===== src/rtl/sram_turn_arbiter.sv =====
// N-client turn arbiter for one asynchronous 8-bit SRAM: port 0 has fixed priority, ports 1..N-1 share round-robin.
// Optional macro SRAM_ARB_ANTISTARVE_EN lets a waiting round-robin port win over port 0 after STARVE_LIMIT port-0 grants.
module sram_turn_arbiter #(
  parameter int unsigned NUM_PORTS     = 3,
  parameter int unsigned ADDR_W        = 19,
  parameter int unsigned ACCESS_CYCLES = 2,
  parameter int unsigned STARVE_LIMIT  = 4
) (
  input  logic                        clk,
  input  logic                        rst,
  input  logic [NUM_PORTS-1:0]        req,
  input  logic [NUM_PORTS-1:0]        we,
  input  logic [NUM_PORTS*ADDR_W-1:0] addr,
  input  logic [NUM_PORTS*8-1:0]      wdata,
  output logic [NUM_PORTS-1:0]        ack,
  output logic [7:0]                  rdata,
  output logic [2:0]                  grant_id,
  output logic                        busy,
  output logic [ADDR_W-1:0]           sram_a,
  output logic                        sram_we_n,
  output logic [7:0]                  sram_d_out,
  output logic                        sram_d_oe,
  input  logic [7:0]                  sram_d_in
);

  localparam int unsigned CNT_W       = 4;
  localparam logic [CNT_W-1:0] STROBE_LAST = CNT_W'(ACCESS_CYCLES - 2);

  if (NUM_PORTS < 2 || NUM_PORTS > 8 || ACCESS_CYCLES < 2 || ACCESS_CYCLES > 15 ||
      STARVE_LIMIT < 1 || STARVE_LIMIT > 15) begin : g_bad_param
    $error("sram_turn_arbiter: parameter out of legal range");
  end

  typedef enum logic [1:0] {S_IDLE, S_SETUP, S_STROBE, S_HOLD} state_t;

  state_t                r_state, w_state_nxt;
  logic [CNT_W-1:0]      r_cnt, w_cnt_nxt;
  logic [2:0]            r_ptr, w_ptr_nxt;
  logic                  r_we, w_we_nxt;
  logic [NUM_PORTS-1:0]  r_ack, w_ack_nxt;
  logic [7:0]            r_rdata, w_rdata_nxt;
  logic [2:0]            r_grant, w_grant_nxt;
  logic                  r_busy, w_busy_nxt;
  logic [ADDR_W-1:0]     r_a, w_a_nxt;
  logic                  r_we_n, w_we_n_nxt;
  logic [7:0]            r_d_out, w_d_out_nxt;
  logic                  r_d_oe, w_d_oe_nxt;

  logic                  w_rr_found, w_lo_found, w_starve_hit, w_pick_rr;
  logic [2:0]            w_rr_win, w_lo_win, w_win;
  logic [ADDR_W-1:0]     w_sel_addr;
  logic                  w_sel_we;
  logic [7:0]            w_sel_wdata;

  // Round-robin search over 1..N-1: lowest requester at/after the pointer, else lowest requester overall.
  always_comb begin
    w_rr_found = 1'b0;
    w_rr_win   = 3'd1;
    w_lo_found = 1'b0;
    w_lo_win   = 3'd1;
    for (int p = int'(NUM_PORTS) - 1; p >= 1; p--) begin
      if (req[p]) begin
        w_lo_found = 1'b1;
        w_lo_win   = 3'(p);
        if (3'(p) >= r_ptr) begin
          w_rr_found = 1'b1;
          w_rr_win   = 3'(p);
        end
      end
    end
    if (!w_rr_found) begin
      w_rr_found = w_lo_found;
      w_rr_win   = w_lo_win;
    end
  end

  assign w_pick_rr = w_rr_found && (!req[0] || w_starve_hit);
  assign w_win     = w_pick_rr ? w_rr_win : 3'd0;

  always_comb begin
    w_sel_addr  = addr[ADDR_W-1:0];
    w_sel_we    = we[0];
    w_sel_wdata = wdata[7:0];
    for (int p = 1; p < int'(NUM_PORTS); p++) begin
      if (w_win == 3'(p)) begin
        w_sel_addr  = addr[p*ADDR_W +: ADDR_W];
        w_sel_we    = we[p];
        w_sel_wdata = wdata[p*8 +: 8];
      end
    end
  end

`ifdef SRAM_ARB_ANTISTARVE_EN
  logic [3:0] r_starve, w_starve_nxt;

  assign w_starve_hit = (r_starve >= 4'(STARVE_LIMIT));

  // Counts port-0 grants that bypassed a waiting round-robin port.
  always_comb begin
    w_starve_nxt = r_starve;
    if (r_state == S_IDLE && |req) begin
      if (w_pick_rr)
        w_starve_nxt = 4'd0;
      else if (w_rr_found && r_starve != 4'hF)
        w_starve_nxt = r_starve + 4'd1;
    end
  end

  always_ff @(posedge clk) begin
    if (rst) r_starve <= 4'd0;
    else     r_starve <= w_starve_nxt;
  end
`else
  assign w_starve_hit = 1'b0;
`endif

  // Access sequencer; every pin-facing value is computed here and registered below.
  always_comb begin
    w_state_nxt = r_state;
    w_cnt_nxt   = r_cnt;
    w_ptr_nxt   = r_ptr;
    w_we_nxt    = r_we;
    w_ack_nxt   = '0;
    w_rdata_nxt = r_rdata;
    w_grant_nxt = r_grant;
    w_a_nxt     = r_a;
    w_we_n_nxt  = 1'b1;
    w_d_out_nxt = r_d_out;
    w_d_oe_nxt  = r_d_oe;
    case (r_state)
      S_IDLE: begin
        if (|req) begin
          w_state_nxt = S_SETUP;
          w_grant_nxt = w_win;
          w_a_nxt     = w_sel_addr;
          w_we_nxt    = w_sel_we;
          w_d_out_nxt = w_sel_wdata;
          w_d_oe_nxt  = w_sel_we;
          if (w_pick_rr)
            w_ptr_nxt = (w_win == 3'(NUM_PORTS - 1)) ? 3'd1 : w_win + 3'd1;
        end
      end
      S_SETUP: begin
        w_state_nxt = S_STROBE;
        w_cnt_nxt   = '0;
        w_we_n_nxt  = !r_we;
      end
      S_STROBE: begin
        if (r_cnt == STROBE_LAST) begin
          w_state_nxt = S_HOLD;
          for (int p = 0; p < int'(NUM_PORTS); p++)
            w_ack_nxt[p] = (r_grant == 3'(p));
          if (!r_we)
            w_rdata_nxt = sram_d_in;
        end else begin
          w_cnt_nxt  = r_cnt + CNT_W'(1);
          w_we_n_nxt = !r_we;
        end
      end
      S_HOLD: begin
        w_state_nxt = S_IDLE;
        w_d_oe_nxt  = 1'b0;
      end
      default: w_state_nxt = S_IDLE;
    endcase
    w_busy_nxt = (w_state_nxt != S_IDLE);
  end

  always_ff @(posedge clk) begin
    if (rst) begin
      r_state <= S_IDLE;
      r_cnt   <= '0;
      r_ptr   <= 3'd1;
      r_we    <= 1'b0;
      r_ack   <= '0;
      r_rdata <= 8'h00;
      r_grant <= 3'd0;
      r_busy  <= 1'b0;
      r_a     <= '0;
      r_we_n  <= 1'b1;
      r_d_out <= 8'h00;
      r_d_oe  <= 1'b0;
    end else begin
      r_state <= w_state_nxt;
      r_cnt   <= w_cnt_nxt;
      r_ptr   <= w_ptr_nxt;
      r_we    <= w_we_nxt;
      r_ack   <= w_ack_nxt;
      r_rdata <= w_rdata_nxt;
      r_grant <= w_grant_nxt;
      r_busy  <= w_busy_nxt;
      r_a     <= w_a_nxt;
      r_we_n  <= w_we_n_nxt;
      r_d_out <= w_d_out_nxt;
      r_d_oe  <= w_d_oe_nxt;
    end
  end

  assign ack        = r_ack;
  assign rdata      = r_rdata;
  assign grant_id   = r_grant;
  assign busy       = r_busy;
  assign sram_a     = r_a;
  assign sram_we_n  = r_we_n;
  assign sram_d_out = r_d_out;
  assign sram_d_oe  = r_d_oe;

endmodule


===== config.mk =====
export PLATFORM = sky130hd
export DESIGN_NAME = sram_turn_arbiter
export DESIGN_NICKNAME = d
export VERILOG_FILES = /design/src/rtl/sram_turn_arbiter.sv
export SDC_FILE = /design/constraint.sdc
export NUM_CORES = 1
export LEC_CHECK = 0
export ABC_CLOCK_PERIOD_IN_PS = 2000
export CORE_UTILIZATION = 38
export DETAILED_ROUTE_END_ITERATION = 8
export GPL_TIMING_DRIVEN = 0
export PLACE_DENSITY_LB_ADDON = 0.08
export REMOVE_ABC_BUFFERS = 1
export SLEW_MARGIN = 25
export SYNTH_ARGS = -nofsm -noshare
export SYNTH_HDL_FRONTEND = slang
export SYNTH_SLANG_ARGS = --single-unit

===== constraint.sdc =====
create_clock -name clk -period 2 [get_ports clk]
set_input_delay 0.4 -clock clk [delete_from_list [all_inputs] [get_ports clk]]
set_output_delay 0.4 -clock clk [all_outputs]
set_load 0.005 [all_outputs]

# After elaboration in Yosys (flattened, before gate mapping)
# Cells that the tools add are included.
[totals]
input_bits = 97
output_inout_bits = 44
elab_cells = 75
ff_bits = 54
[op_classes]
order_cmp = 2
n_reduce_logical = 16
n_mux = 31
n_eq_ne = 9
bitwise_logic = 3
add_sub_neg = 2
[op_table]
columns = ["operator", "count"]
rows = [
  ["19-bit 2-to-1 mux", 2],
  ["3-bit 2-to-1 mux", 6],
  ["8-bit 2-to-1 mux", 2],
  ["1-bit 2-to-1 mux", 11],
  ["2-bit 2-to-1 mux", 5],
  ["2-bit case mux with 4 select lines", 1],
  ["4-bit case mux with 2 select lines", 1],
  ["3-bit by 1-bit equality test with 1-bit output (second input constant)", 2],
  ["3-bit by 2-bit equality test with 1-bit output (second input constant)", 2],
  ["2-bit AND reduction", 3],
  ["3-bit AND reduction", 2],
  ["2-bit nonzero test", 3],
  ["3-bit OR reduction", 2],
  ["4-bit by 1-bit adder with 4-bit output (second input constant)", 1],
  ["2-bit equality test (second input constant)", 2],
  ["4-bit zero test", 1],
  ["4-bit 2-to-1 mux", 1],
  ["2-bit != test (second input constant)", 2],
  ["1-bit case mux with 2 select lines", 2],
  ["3-bit by 1-bit adder with 3-bit output (second input constant)", 1],
  ["1-bit by 3-bit greater-or-equal comparator with 1-bit output (first input constant)", 1],
  ["2-bit by 3-bit greater-or-equal comparator with 1-bit output (first input constant)", 1],
  ["3-bit zero test", 1],
  ["1-bit inverter", 3],
  ["4 further kinds", 5],
]

# Logic depth before layout (Yosys ltp)
# Gate-level depths: netlist (run 1).
[logic_depth]
word_depth = 13
depth_mapped = 8
mapped_depth_nobuf = 6

# Worst setup path before layout (run 1)
# No wires, ideal clock.
[synth_timing]
kind = "input to register"
start = "input port req[1]"
end = "register r_a[11], in the netlist sram_a[11]"
t_required_ns = 1.879
setup_slack_ns = 0.328
cell_stages = 7
arrival_time_ns = 1.550
setup_time_ns = 0.121
n_path_buf = 3
cell_sequence = "buf_2 > inv_1 > a311oi_1 > buf_4 > buf_4 > mux2i_1 > o21ai_2"
[synth_between]
elab_chain_cells = 7
elab_cells_between_ends = 14
cone_classes = "2 x eq/ne; 9 x mux; 3 x reduce/logical"
[synth_lines]
columns = ["item", "line", "source"]
rows = [
  ["from (decl)", "11", "input logic [NUM_PORTS-1:0] req,"],
  ["1-bit 2-to-1 mux", "62", "if (req[p]) begin"],
  ["1-bit 2-to-1 mux", "71", "if (!w_rr_found) begin"],
  ["1-bit logical AND", "77", "assign w_pick_rr = w_rr_found && (!req[0] || w_starve_hit);"],
  ["3-bit 2-to-1 mux", "78", "assign w_win = w_pick_rr ? w_rr_win : 3'd0;"],
  ["3-bit by 1-bit equality test with 1-bit output", "85", "if (w_win == 3'(p)) begin"],
  ["19-bit 2-to-1 mux (2 in a row)", "85", ""],
  ["to (signal assigned)", "192", "r_a <= w_a_nxt;"],
  ["to (decl)", "44", "logic [ADDR_W-1:0] r_a, w_a_nxt;"],
]
# Parallel ways exist; a longest one is shown, timed or not.
# A chain may end at the register's enable or synchronous reset.

==> results.md, run 1 <==
- Sw Pwr: 1.22 mW
- Startpoint Class: primary input
- Post-synthesis sequential area ratio: 43.8%
- Final wirelength: 7080 microns
- CP arrival: 2.16 ns
- Netlist cell types: 41
- Drt drc: 0
- Cell Pwr Density: 930 nW/um^2
- Max Buffers Root-to-Sink: 2
- Total GRT Usage: 20.4%
- Hold_buf cts: 0
- I/O pin total: about 140
- Via-per-instance ratio: 5.18
- Setup TNS: 0 ns
- VDD IR max: 0.000478 V
- Floorplan row count: 28
- Hold Fails Final Rpt: 0
- Antenna Nets Post-Route: 0
- Starting Density: 40.2%
- Largest net degree at the start of global routing: 30
- Ant diodes: 0
- CP startpoint: rst
- Global route total overflow: 0
- CTS tree: yes
- Layout area overhead: 66.7%
- CP endpoint kind: register
- Met1 Resource Use GR: around a quarter
- Die width: 81.8 microns
- DR vias: between 2000 and 2500
- CP max stage cell: or4b_4
- Die area: 6690 sq um
- Drt first pass iters: 4
- Reg power frac: 40.0%
- Core Region: 6030 sq um
- WP buf/inv: 1
- Peak fanout along the critical path: 29
- Met3 usage: 6.89%
- Share of layout cells above drive strength 1: 8.62%
- Tmin final: 1.94 ns
- Hold crit path type: register to register
- Worst Hold Path EP: rdata[4]$_SDFFE_PP0P_
- Placed wire-length estimate: slightly above 5000 microns
- First-pass GRT wire length: 10200 microns
- Met2 usage: 33.6%
- Final #Nets: just under 500
- Max-slew headroom: 32.0%
- Syn Inst Count: 248
- Clock-pin slew on the worst setup and hold paths: 0.09 ns
- Start of the worst register-to-register path: r_state[0]$_SDFF_PP0_
- Peak Freq: between 0.5 and 0.6 GHz
- GP Congestion: 0.728
- Pint: 2.53 mW
- Switching part of the total: between 30% and 40%
- Worst Path Required: approximately 2.2 ns
- Worst slew pin tran: around 1 ns
- Setup violations, final: 0
- Number of port buffers: 139
- GR peak layer: met2
- Delay-heaviest family, CP: simple AND/OR/NAND/NOR gates
- Max Cap Viol: 0
- Drt first-iter violations: 122
- CP Class: primary input to register
- Clk pwr share: 16.9%
- Vias in the first global route: approximately 2100
- Worst-path cell chain: dlygate4sd2_1, or4b_4, o311ai_2
- Die height: 81.8 microns
- Clock skew: around 0.0039 ns
- Clk root buf: clkbuf_8
- RSZ-0062 raised after global routing: true
- Worst path max stage delay: 0.87 ns
- WHS: around 0.48 ns
- Status: complete, no violations
- Max Slew Vio Count: 0
- FILL cells: 502
- Reg2reg setup slack: about 0.14 ns
- Syn Area/Cell: 9.76 sq um
- Synth Register Bits: 53
- Post-Syn Area: 2420 sq um
- Clock sink count: 53
- LEAKAGE: 1.47 nW
- RR Endpoint: sram_d_oe$_SDFFE_PP0P_
- Skew-Pair Late Insertion Delay: about 0.31 ns
- Combinational power share: between 40 and 50%
- R2R cell count: 4
- CP Depth: 3
- Total CTS buffers: 5
- Initial antenna violation count: 0
- Yosys warnings: 0
- Final core utilization: 66.9%
- Min-delay src: rdata[4]$_SDFFE_PP0P_
- Hold path depth: 2
- Fin crit share: 96.9%
- WL per Instance: 15.5 microns
- H-tree levels: 2
cell usage in the layout, fill, tap and decap left out, types with 6 or more instances in the layout:
cell / netlist / final
a21oi_1: 15 / 15
a22oi_1: 29 / 29
clkbuf_8: 0 / 6
clkdlybuf4s50_1: 0 / 135
dfxtp_1: 53 / 53
ha_1: 6 / 6
inv_1: 7 / 7
mux2i_1: 28 / 28
nand2_1: 13 / 13
nor2_1: 7 / 6
o21ai_0: 25 / 25
o21ai_2: 10 / 10
how the worst max path moves through the flow:
stage / endpoint / slack, ns
after floorplan: sram_d_oe$_SDFFE_PP0P_ / -2.62
after global placement: sram_d_oe$_SDFFE_PP0P_ / -4.76
after detailed placement: sram_d_oe$_SDFFE_PP0P_ / -0.72
after CTS: sram_d_oe$_SDFFE_PP0P_ / 0.009
after global routing: sram_d_oe$_SDFFE_PP0P_ / -0.04
final: sram_d_oe$_SDFFE_PP0P_ / 0.06
stage by stage:
stage	std cells	setup slack, ns	cell area, sq um	power [mW]
after floorplan	230	-2.62	2310	2.20
after global routing	458	-0.0417	4030	4.01
after global placement	444	-4.76	3800	3.05
after CTS	458	0.00861	4010	3.77
after detailed placement	449	-0.716	3890	3.13
final	458	0.0618	4030	3.75
sequential cells by signal, summed over array words and instances, names as in the netlist, 2 cells and up:
name        cells
r_ptr           3
rdata           8
r_state         2
ack             3
grant_id        2
sram_a         19
r_cnt           4
sram_d_out      8
cell usage after synthesis:
library cell | number | area [sq um]
clkbuf_1 | 5 | 18.8
conb_1 | 1 | 3.75
and3_1 | 1 | 6.26
ha_1 | 6 | 75.1
nand3b_1 | 2 | 15.0
dfxtp_1 | 53 | 1060
clkbuf_2 | 1 | 5.00
o21ai_0 | 25 | 125
a21oi_1 | 15 | 75.1
nand3_1 | 1 | 5.00
o32ai_1 | 1 | 8.76
a211o_1 | 1 | 8.76
o311ai_2 | 1 | 16.3
o21ai_1 | 4 | 20.0
nand4b_1 | 1 | 8.76
o211ai_1 | 1 | 7.51
or4b_4 | 1 | 13.8
a311oi_1 | 1 | 8.76
and3b_1 | 1 | 8.76
a211oi_1 | 1 | 7.51
nand4bb_1 | 1 | 11.3
a211oi_4 | 1 | 20.0
o21ai_2 | 10 | 87.6
a22oi_1 | 29 | 218
inv_1 | 7 | 26.3
buf_2 | 5 | 25.0
nor2_1 | 7 | 26.3
o21a_1 | 1 | 7.51
or3b_4 | 1 | 11.3
buf_4 | 5 | 37.5
o21bai_1 | 1 | 7.51
nor2b_1 | 3 | 18.8
mux2i_1 | 28 | 280
nor3_1 | 1 | 5.00
nand2_1 | 13 | 48.8
o31ai_1 | 1 | 7.51
nor3b_1 | 3 | 22.5
or2_2 | 2 | 12.5
nand4_1 | 3 | 18.8
nand2b_1 | 1 | 6.26
buf_6 | 2 | 22.5
power by group through the flow:
stage               combinational [mW]  sequential (mW)  clock [mW]
finish                            1.62             1.50       0.633
CTS                               1.63             1.50       0.642
detailed placement                1.61             1.52           0
global placement                  1.54             1.51           0
global route                      1.79             1.53       0.691
floorplan                        0.679             1.52           0
cell type report:
type / count / area (sq um) / share of cell area [%]
Timing Repair Buffer: 146 / 1490 / 37.0
Multi-Input combinational cell: 170 / 1270 / 31.5
Sequential cell: 53 / 1060 / 26.3
Tap cell: 75 / 93.8 / 2.33
Clock buffer: 7 / 86.3 / 2.14
Inverter: 7 / 26.3 / 0.651
worst min-delay path, delay by kind of cell, from the launching register on:
family	cells	cell delay [ns]
AOI/OAI and AO/OA	2	0.12
DFF	1	0.32
cell families after synthesis:
group	Yosys count	share of synthesized area, %
buffers and inverters	25	5.58
multiplexers	28	11.6
AND/OR/NAND/NOR	42	9.88
other	1	0.155
AO/OA/AOI/OAI	93	25.9
flip-flops	53	43.8
adder cells (fa/ha/maj)	6	3.10
metal layers:
metal	vias up	routed length (microns)
li1	1180	-
met1	1088	2890
met2	95	3450
met3	9	645
met4	0	98
met5	-	0
repair_timing:
item	in CTS	in global routing
cloned	0	0
setup buffers	2	0
hold endpoints to repair	0	0
endpoints found under the setup margin	41	11
resized for setup	4	4
pin swaps	3	1
(Power assumes the default switching activity.)
==> inputs of run 2 (changes only) <==
Settings changed: CORE_UTILIZATION 38 to 25.
==> results.md, run 2 (synthesis results as in run 1) <==
- Status: complete, no violations
- First-pass GRT wire length: 11800 microns
- Die area: 10100 sq um
- R2R cell count: 4
- Worst slew pin tran: 1.03 ns
- CP Class: primary input to register
- Core Region: between 9000 and 10000 sq um
- Most frequent cells in the layout: clkdlybuf4s50_1 (135), dfxtp_1 (53), a22oi_1 (29)
- Wire length on met2: around 3600 microns
- Drt first-iter violations: 72
- Uppermost routed layer: met4
- Setup violations, final: 0
- Placed Area: 3970 sq um
- Floorplan row count: 35
- LEAKAGE: 1.49 nW
- Starting Density: 25.9%
- Ant diodes: 0
- Initial antenna violation count: 0
- WL per Instance: 15.1 microns
- Max Slew Vio Count: 0
- DR vias: 2402
- Placed wire-length estimate: 5760 microns
- Max Buffers Root-to-Sink: 2
- Share of layout cells above drive strength 1: 9.33%
- CP arrival: around 2.2 ns
- Total CTS buffers: 5
- Cell Pwr Density: between 900 and 1000 nW/um^2
- Hold crit path type: register to register
- Skew-Pair Late Insertion Delay: 0.31 ns
- Worst slack, placed: -0.792 ns
- Commonest non-fill, non-tap cell in the layout: clkdlybuf4s50_1
- Final core utilization: 44.3%
- Final wirelength: 7760 microns
- Design Area, Final: 4130 sq um
- H-tree levels: 2
- Tmin final: 1.95 ns
- Worst path max stage delay: 0.89 ns
- CP max stage cell: or4b_4
- Number of port buffers: 139
- Max FFs per register: 19
- Startpoint Class: primary input
- Hold path depth: 2
- Layout area overhead: 70.8%
- Power consumption: 3.92 mW
- Max Cap Viol: 0
- Fin crit share: between 90% and 100%
- Clock skew: 0.0144 ns
- FILL cells: 913
- Drt first pass iters: 4
- RSZ-0062 raised after global routing: true
- Die width: approximately 100 microns
- Final Non-Filler Cells: 515
- VDD IR max: 0.000528 V
- Drt drc: 0
- WHS: 0.478 ns
- Antenna Nets Post-Route: 0
- Setup TNS: 0 ns
- Met1 WL: ~3500 microns
- Via-per-instance ratio: approximately 4.7
- Peak Freq: 0.512 GHz
- Max-slew headroom: between 30% and 40%
- I/O pin total: 141
- Met3 Routed Length: slightly below 600 microns
- Worst-path cell chain: dlygate4sd2_1, or4b_4, o311ai_2
- DP Cell Count: 504
- Largest net degree at the start of global routing: 30
- CP endpoint kind: register
- Hold_buf cts: 0
- Hold Fails Final Rpt: 0
- CTS tree: yes
- Global route total overflow: 0
- Setup ws final: around 0.046 ns
- Total GRT Usage: roughly 15%
- Clk root buf: clkbuf_8
- GP Congestion: 0.754
- Clock sink count: 53
- Clock-pin slew on the worst setup and hold paths: 0.10 ns
- Die height: around 100 microns
- Peak fanout along the critical path: 29
- Worst Path Required: 2.22 ns
- Final #Nets: 488
- Vias in the first global route: 2272
run 2: changes by cell type in the layout (fill, tap and decap cells not counted):
cell	change
buf_8	-1
buf_4	+2
buf_6	+2
bufinv_16	+1
buf_12	-1
run 2: path summary, 6_finish.rpt:
check	startpoint	slack, ns	end
setup reg to reg	r_state[0]$_SDFF_PP0_	0.12	sram_d_oe$_SDFFE_PP0P_
setup / recovery	rst	0.05	sram_d_oe$_SDFFE_PP0P_
hold reg to reg	rdata[2]$_SDFFE_PP0P_	0.48	rdata[2]$_SDFFE_PP0P_
hold / removal	rdata[2]$_SDFFE_PP0P_	0.48	rdata[2]$_SDFFE_PP0P_
run 2: critical path: cells and delay by family:
kind / cells / cell delay [ns]
simple gates: 1 / 0.89
buf+inv: 1 / 0.57
compound gates: 1 / 0.31
run 2: per-layer routing:
metal  GRT usage, %  vias up
li1               -     1185
met1           19.2     1111
met2           25.3       98
met3           3.97        8
met4           4.35        0
met5              0        -
run 2: area by class of cell:
type / count / area [sq um] / share of cell area (%)
clock buffer: 7 / 86.3 / 2.09
multi-input combinational: 170 / 1270 / 30.8
timing repair buffer: 148 / 1500 / 36.2
inverter: 7 / 26.3 / 0.636
clock inverter: 1 / 30.0 / 0.726
tap: 129 / 161 / 3.90
sequential: 53 / 1060 / 25.7
run 2: power by group:
part | switching [mW] | internal [mW]
sequential | 0.160 | 1.34
combinational | 0.736 | 0.918
clock | 0.361 | 0.409
run 2: repair_timing:
item,CTS,global route
buffers inserted,3,0
gates resized for setup,4,4
pin swaps,3,1
gates cloned,0,0
setup endpoints to repair,41,15
==> inputs of run 3 (changes only) <==
Settings changed: ABC_CLOCK_PERIOD_IN_PS 2000 to 1700, CAP_MARGIN set to 20, CORE_MARGIN set to 3.
Clock period 2 ns to 1.7 ns, I/O delays scaled along.
==> results.md, run 3 (synthesis results as in run 1) <==
- Setup violations, final: 0
- Share of layout cells above drive strength 1: 15.2%
- Max FFs per register: 19
- Vias in the first global route: 2280
- Clk root buf: clkbuf_8
- Tmin final: ~1.6 ns
- Fin crit share: 96.2%
- CP max stage cell: or3b_4
- Drt first pass iters: 4
- Hold_buf cts: 0
- Drt drc: 0
- Final wirelength: 8330 microns
- Drt first-iter violations: 70
- Max Buffers Root-to-Sink: 2
- Worst-path cell chain: or3b_4, a211oi_4, buf_2, a22oi_1, o21ai_2
- Initial antenna violation count: 0
- H-tree levels: 2
- Commonest non-fill, non-tap cell in the layout: clkdlybuf4s50_1
- CP endpoint kind: register
- Die width: 104 microns
- Ant diodes: 0
- Via-per-instance ratio: between 4 and 5
- Setup ws final: approximately 0.065 ns
- FILL cells: ~930
- CP Class: register to register
- Worst Path Required: 1.94 ns
- Status: complete, no violations
- Hold crit path type: register to register
- Number of port buffers: ~140
- GP Congestion: 0.716
- Antenna Nets Post-Route: 0
- Total GRT Usage: between 10 and 15%
- Final core utilization: 45.9%
- Layout area overhead: 76.9%
- Starting Density: roughly a quarter
- Skew-Pair Late Insertion Delay: about 0.3 ns
- Peak fanout along the critical path: 8
- Clock sink count: 53
- Core Region: 9330 sq um
- Max Slew Vio Count: 0
- First-pass GRT wire length: 12900 microns
- VDD IR max: 0.000697 V
- I/O pin total: 141
- Final #Nets: approximately 500
- Total CTS buffers: 5
- Power consumption: 4.76 mW
- Clock-pin slew on the worst setup and hold paths: roughly 0.090 ns
- Max-slew headroom: 55.4%
- DR vias: 2440
- Max Cap Viol: 0
- CTS tree: yes
- Floorplan row count: 35
- Die area: between 10000 and 15000 sq um
- Hold Fails Final Rpt: 0
- Placed wire-length estimate: 5900 microns
- Worst slack, placed: -1.03 ns
- Clock skew: between 0.004 and 0.005 ns
- Die height: 104 microns
- WL per Instance: approximately 16 microns
- LEAKAGE: 1.54 nW
- Setup TNS: 0 ns
- Worst path max stage delay: 0.44 ns
- Peak Freq: between 0.6 and 0.7 GHz
- Largest net degree at the start of global routing: 28
- Worst slew pin tran: ~0.67 ns
- Cell Pwr Density: 1110 nW/um^2
- CP arrival: 1.88 ns
- Global route total overflow: 0
- Most frequent cells in the layout: clkdlybuf4s50_1 (135), dfxtp_1 (50), a22oi_1 (29)
- Startpoint Class: register
## run 3: cell count changes in the layout (fill, tap and decap cells not counted), sizes merged
cell	before	now
clkdlybuf4s15	0	1
or4b	1	3
buf	9	21
dlymetal6s2s	2	0
clkinvlp	0	1
bufinv	1	0
clkbuf	7	9
## run 3: power breakdown
group | internal [mW] | switching, mW | leakage, nW
Clock | 0.293 | 0.415 | 0.0385
Combinational | 1.31 | 0.960 | 1.07
Sequential | 1.59 | 0.192 | 0.436
## run 3: cell type report
type	count	area (sq um)	share of cell area, %
repair buffers	161	1600	37.3
multi-input cells	172	1340	31.3
flip-flops and latches	53	1070	25.0
well taps	129	161	3.77
clock buffers	7	76.3	1.78
inverters	7	28.8	0.672
clock inverters	1	7.51	0.175
## run 3: final timing paths
kind,endpoint,slack [ns],start,cells past startpoint
worst max register to register,sram_a[10]$_SDFFE_PP0P_,0.06,r_ptr[2]$_SDFFE_PP0P_,5
worst min register to register,r_ptr[1]$_SDFFE_PP0P_,0.47,r_ptr[1]$_SDFFE_PP0P_,2
worst max-delay path,sram_a[10]$_SDFFE_PP0P_,0.06,r_ptr[2]$_SDFFE_PP0P_,5
worst min-delay path,r_ptr[1]$_SDFFE_PP0P_,0.47,r_ptr[1]$_SDFFE_PP0P_,2
## run 3: through the flow
step | instance area (sq um) | instances | hold WS, ns
2_1_floorplan | 2310 | 230 | 0.409
6_report | 4280 | 530 | 0.474
3_5_place_dp | 3970 | 503 | 0.453
4_1_cts | 4150 | 516 | 0.479
3_3_place_gp | 3860 | 498 | 0.452
5_1_grt | 4280 | 530 | 0.501
## run 3: repair_timing
item	4_1_cts	5_1_grt
buffers inserted	3	14
endpoints found under the setup margin	46	41
pin swaps	3	3
endpoints found under the hold margin	0	0
gates cloned	2	1
gates resized for setup	16	15
## run 3: routing by layer
layer | routed length (microns) | global-route usage (%)
met4 | 98 | 3.99
met5 | 0 | 0
met3 | 652 | 5.15
met2 | 3880 | 23.5
met1 | 3700 | 18.8
## run 3: critical path, delay by kind of cell (launching register included)
kind | cells | cell delay (ns)
AO/OA/AOI/OAI | 3 | 0.52
AND/OR/NAND/NOR | 1 | 0.44
flip-flops | 1 | 0.33
buffers and inverters | 1 | 0.29
==> edit, RTL diff (settings of run 2) <==
`ADDR_W`: 19 -> 38.
--- a/src/rtl/sram_turn_arbiter.sv
+++ b/src/rtl/sram_turn_arbiter.sv
@@ -2,7 +2,7 @@
 // Optional macro SRAM_ARB_ANTISTARVE_EN lets a waiting round-robin port win over port 0 after STARVE_LIMIT port-0 grants.
 module sram_turn_arbiter #(
   parameter int unsigned NUM_PORTS     = 3,
-  parameter int unsigned ADDR_W        = 19,
+  parameter int unsigned ADDR_W        = 38,
   parameter int unsigned ACCESS_CYCLES = 2,
   parameter int unsigned STARVE_LIMIT  = 4
 ) (
Interface: changed (resized addr and sram_a); port bits go from 141 to 217. No check against the original RTL was run, so the function may have changed too.
==> edit against run 2 <==
  * Clock skew is 0.012 ns lower
  * Area after synthesis is 34% higher
  * Final area is 41% higher
  * Sequential cell count is 19 higher
  * Total power is 46% higher
  * Largest cell class unchanged
  * Routed wire length is 55% higher
  * Setup slack better by 0.062 ns
  * Clock power is 96% higher
==> edit: results (changes against run 2) <==
critical_path:
  max_stage_delay_ns: 0.62  # was 0.89 ns
  rr_worst_depth: 5  # was 4
  reg2reg_slack_ns: 0.14  # was 0.12 ns
  worstPathMaxFanout: 27  # was 29
  r2r_end: "sram_d_out[5]$_SDFFE_PP0P_"  # was sram_d_oe$_SDFFE_PP0P_
  cp.arrival_ns: 2.07  # was 2.18 ns
  rr_startpoint: "r_ptr[0]$_SDFFE_PP1P_"  # was r_state[0]$_SDFF_PP0_
worst_hold_path:
  min-delay-start: "rdata[3]$_SDFFE_PP0P_"  # was rdata[2]$_SDFFE_PP0P_
  min_to: "rdata[3]$_SDFFE_PP0P_"  # was rdata[2]$_SDFFE_PP0P_
clocking:
  numCtsBuffers: 9  # was 5
  path_clk_slew_ns: 0.05  # was 0.10 ns
  clk_latency_ns: 0.33  # was 0.31 ns
global_routing:
  track_usage_pct: 17.1  # was 15.2%
  grt_pass1_vias: 3202  # was 2272
  grt_pass1_wl_mm: 17.3  # was 11.8 mm
  grt_max_degree: 49  # was 30
routing:
  drt-initial-drc-count: 137  # was 72
  vias: 3325  # was 2402
  wirelength_mm: 12.0  # was 7.76 mm
logic_synthesis:
  synth_compound_area_share_pct: 24.9  # was 25.9%
  yosysSeqAreaShare_pct: 44.4  # was 43.8%
  synth_mux_area_share_pct: 14.5  # was 11.6%
  synth_adder_area_share_pct: 2.31  # was 3.10%
  ys_top_cells_by_count: "dfxtp_1 (72), a22oi_1 (48), mux2i_1 (47)"  # was dfxtp_1 (53), a22oi_1 (29), mux2i_1 (28)
power_and_ir_drop:
  leakagePower_nw: 2.07  # was 1.49 nW
  intPower_mw: 3.99  # was 2.66 mW
  ir_worst_vdd_uv: 466  # was 528 uV
placement:
  numPortBuffers: 215  # was 139
  place.gp.congestion: 0.732  # was 0.754
  place_ws_ns: -0.638  # was -0.792 ns
  dpl-instance-area_um2: 5540  # was 3970 um2
run_status:
  status: "finished, final reports clean"  # unchanged
final_layout:
  layoutNonFillerInstCount: 710  # was 515
  largest_reg_flops: 38  # was 19
[edit: changes by cell type in the layout (fill, tap and decap cells not counted), sizes merged, moves of 5 or more]
cell           before  now
clkbuf              7   15
clkdlybuf4s50     135  211
o21ai              39   60
a22oi              29   48
dfxtp              53   72
mux2i              28   47
buf                 9    4
[edit: final cells by class]
type	count	area, um2	share of cell area (%)
Inverter	6	22.5	0.386
Sequential cell	72	1440	24.7
Timing Repair Buffer	219	2240	38.3
Tap cell	172	215	3.69
Clock buffer	14	274	4.69
Multi-Input combinational cell	227	1650	28.2
[edit: how the worst max path moves through the flow]
| stage | from | endpoint | slack (ns) |
|---|---|---|---|
| floorplan | req[2] | sram_d_oe$_SDFFE_PP0P_ | -0.73 |
| global placement | req[2] | sram_d_oe$_SDFFE_PP0P_ | -2.37 |
| detailed placement | rst | sram_d_out[5]$_SDFFE_PP0P_ | -0.64 |
| CTS | r_state[0]$_SDFF_PP0_ | rdata[6]$_SDFFE_PP0P_ | 0.02 |
| global route | req[2] | sram_d_out[5]$_SDFFE_PP0P_ | -0.01 |
| finish | req[2] | sram_d_out[5]$_SDFFE_PP0P_ | 0.11 |
[edit: layer usage]
metal / part of all wire, % / vias up / track usage, % / routed length [um]
met5: 0 / - / 0 / 0
met4: 1.3 / 0 / 6.67 / 160
met3: 8.9 / 12 / 4.29 / 1070
met2: 47 / 141 / 28.9 / 5670
met1: 43 / 1527 / 20.8 / 5110
li1: - / 1645 / - / -
[edit: metrics by stage]
step                setup TNS [ns]  util [%]  hold slack, ns  total power [mW]
floorplan                   -31.57         -           0.429              2.86
global placement           -106.32      43.0           0.454              4.17
detailed placement          -31.74      43.9           0.462              4.22
CTS                              0      46.1           0.471              5.77
global route               -0.0348      46.3           0.488              6.11
finish                           0      46.3           0.476              5.73
[edit: power by group through the flow]
stage	Sequential (mW)	Clock (mW)	Combinational, mW
global placement	2.05	0	2.12
global route	2.08	1.63	2.40
detailed placement	2.06	0	2.16
floorplan	2.08	0	0.777
finish	2.04	1.51	2.19
CTS	2.04	1.56	2.17
[edit: kinds of logic (layout without fill, tap and decap cells)]
| family | Yosys count | count (layout) |
|---|---|---|
| muxes | 47 | 47 |
| adders and majority gates | 6 | 6 |
| other | 1 | 1 |
| and+or+nand+nor | 40 | 41 |
| buffers and inverters | 33 | 239 |
| DFF | 72 | 72 |
| AOI/OAI and AO/OA | 132 | 132 |
[edit: repair_timing]
action                                  CTS  global route
endpoints found under the setup margin   61            42
gates resized for setup                   6             5
pin swaps                                 0             1
setup buffers                             0             0
gates cloned                              0             1
endpoints found under the hold margin     0             0
hold buffers                              0             0
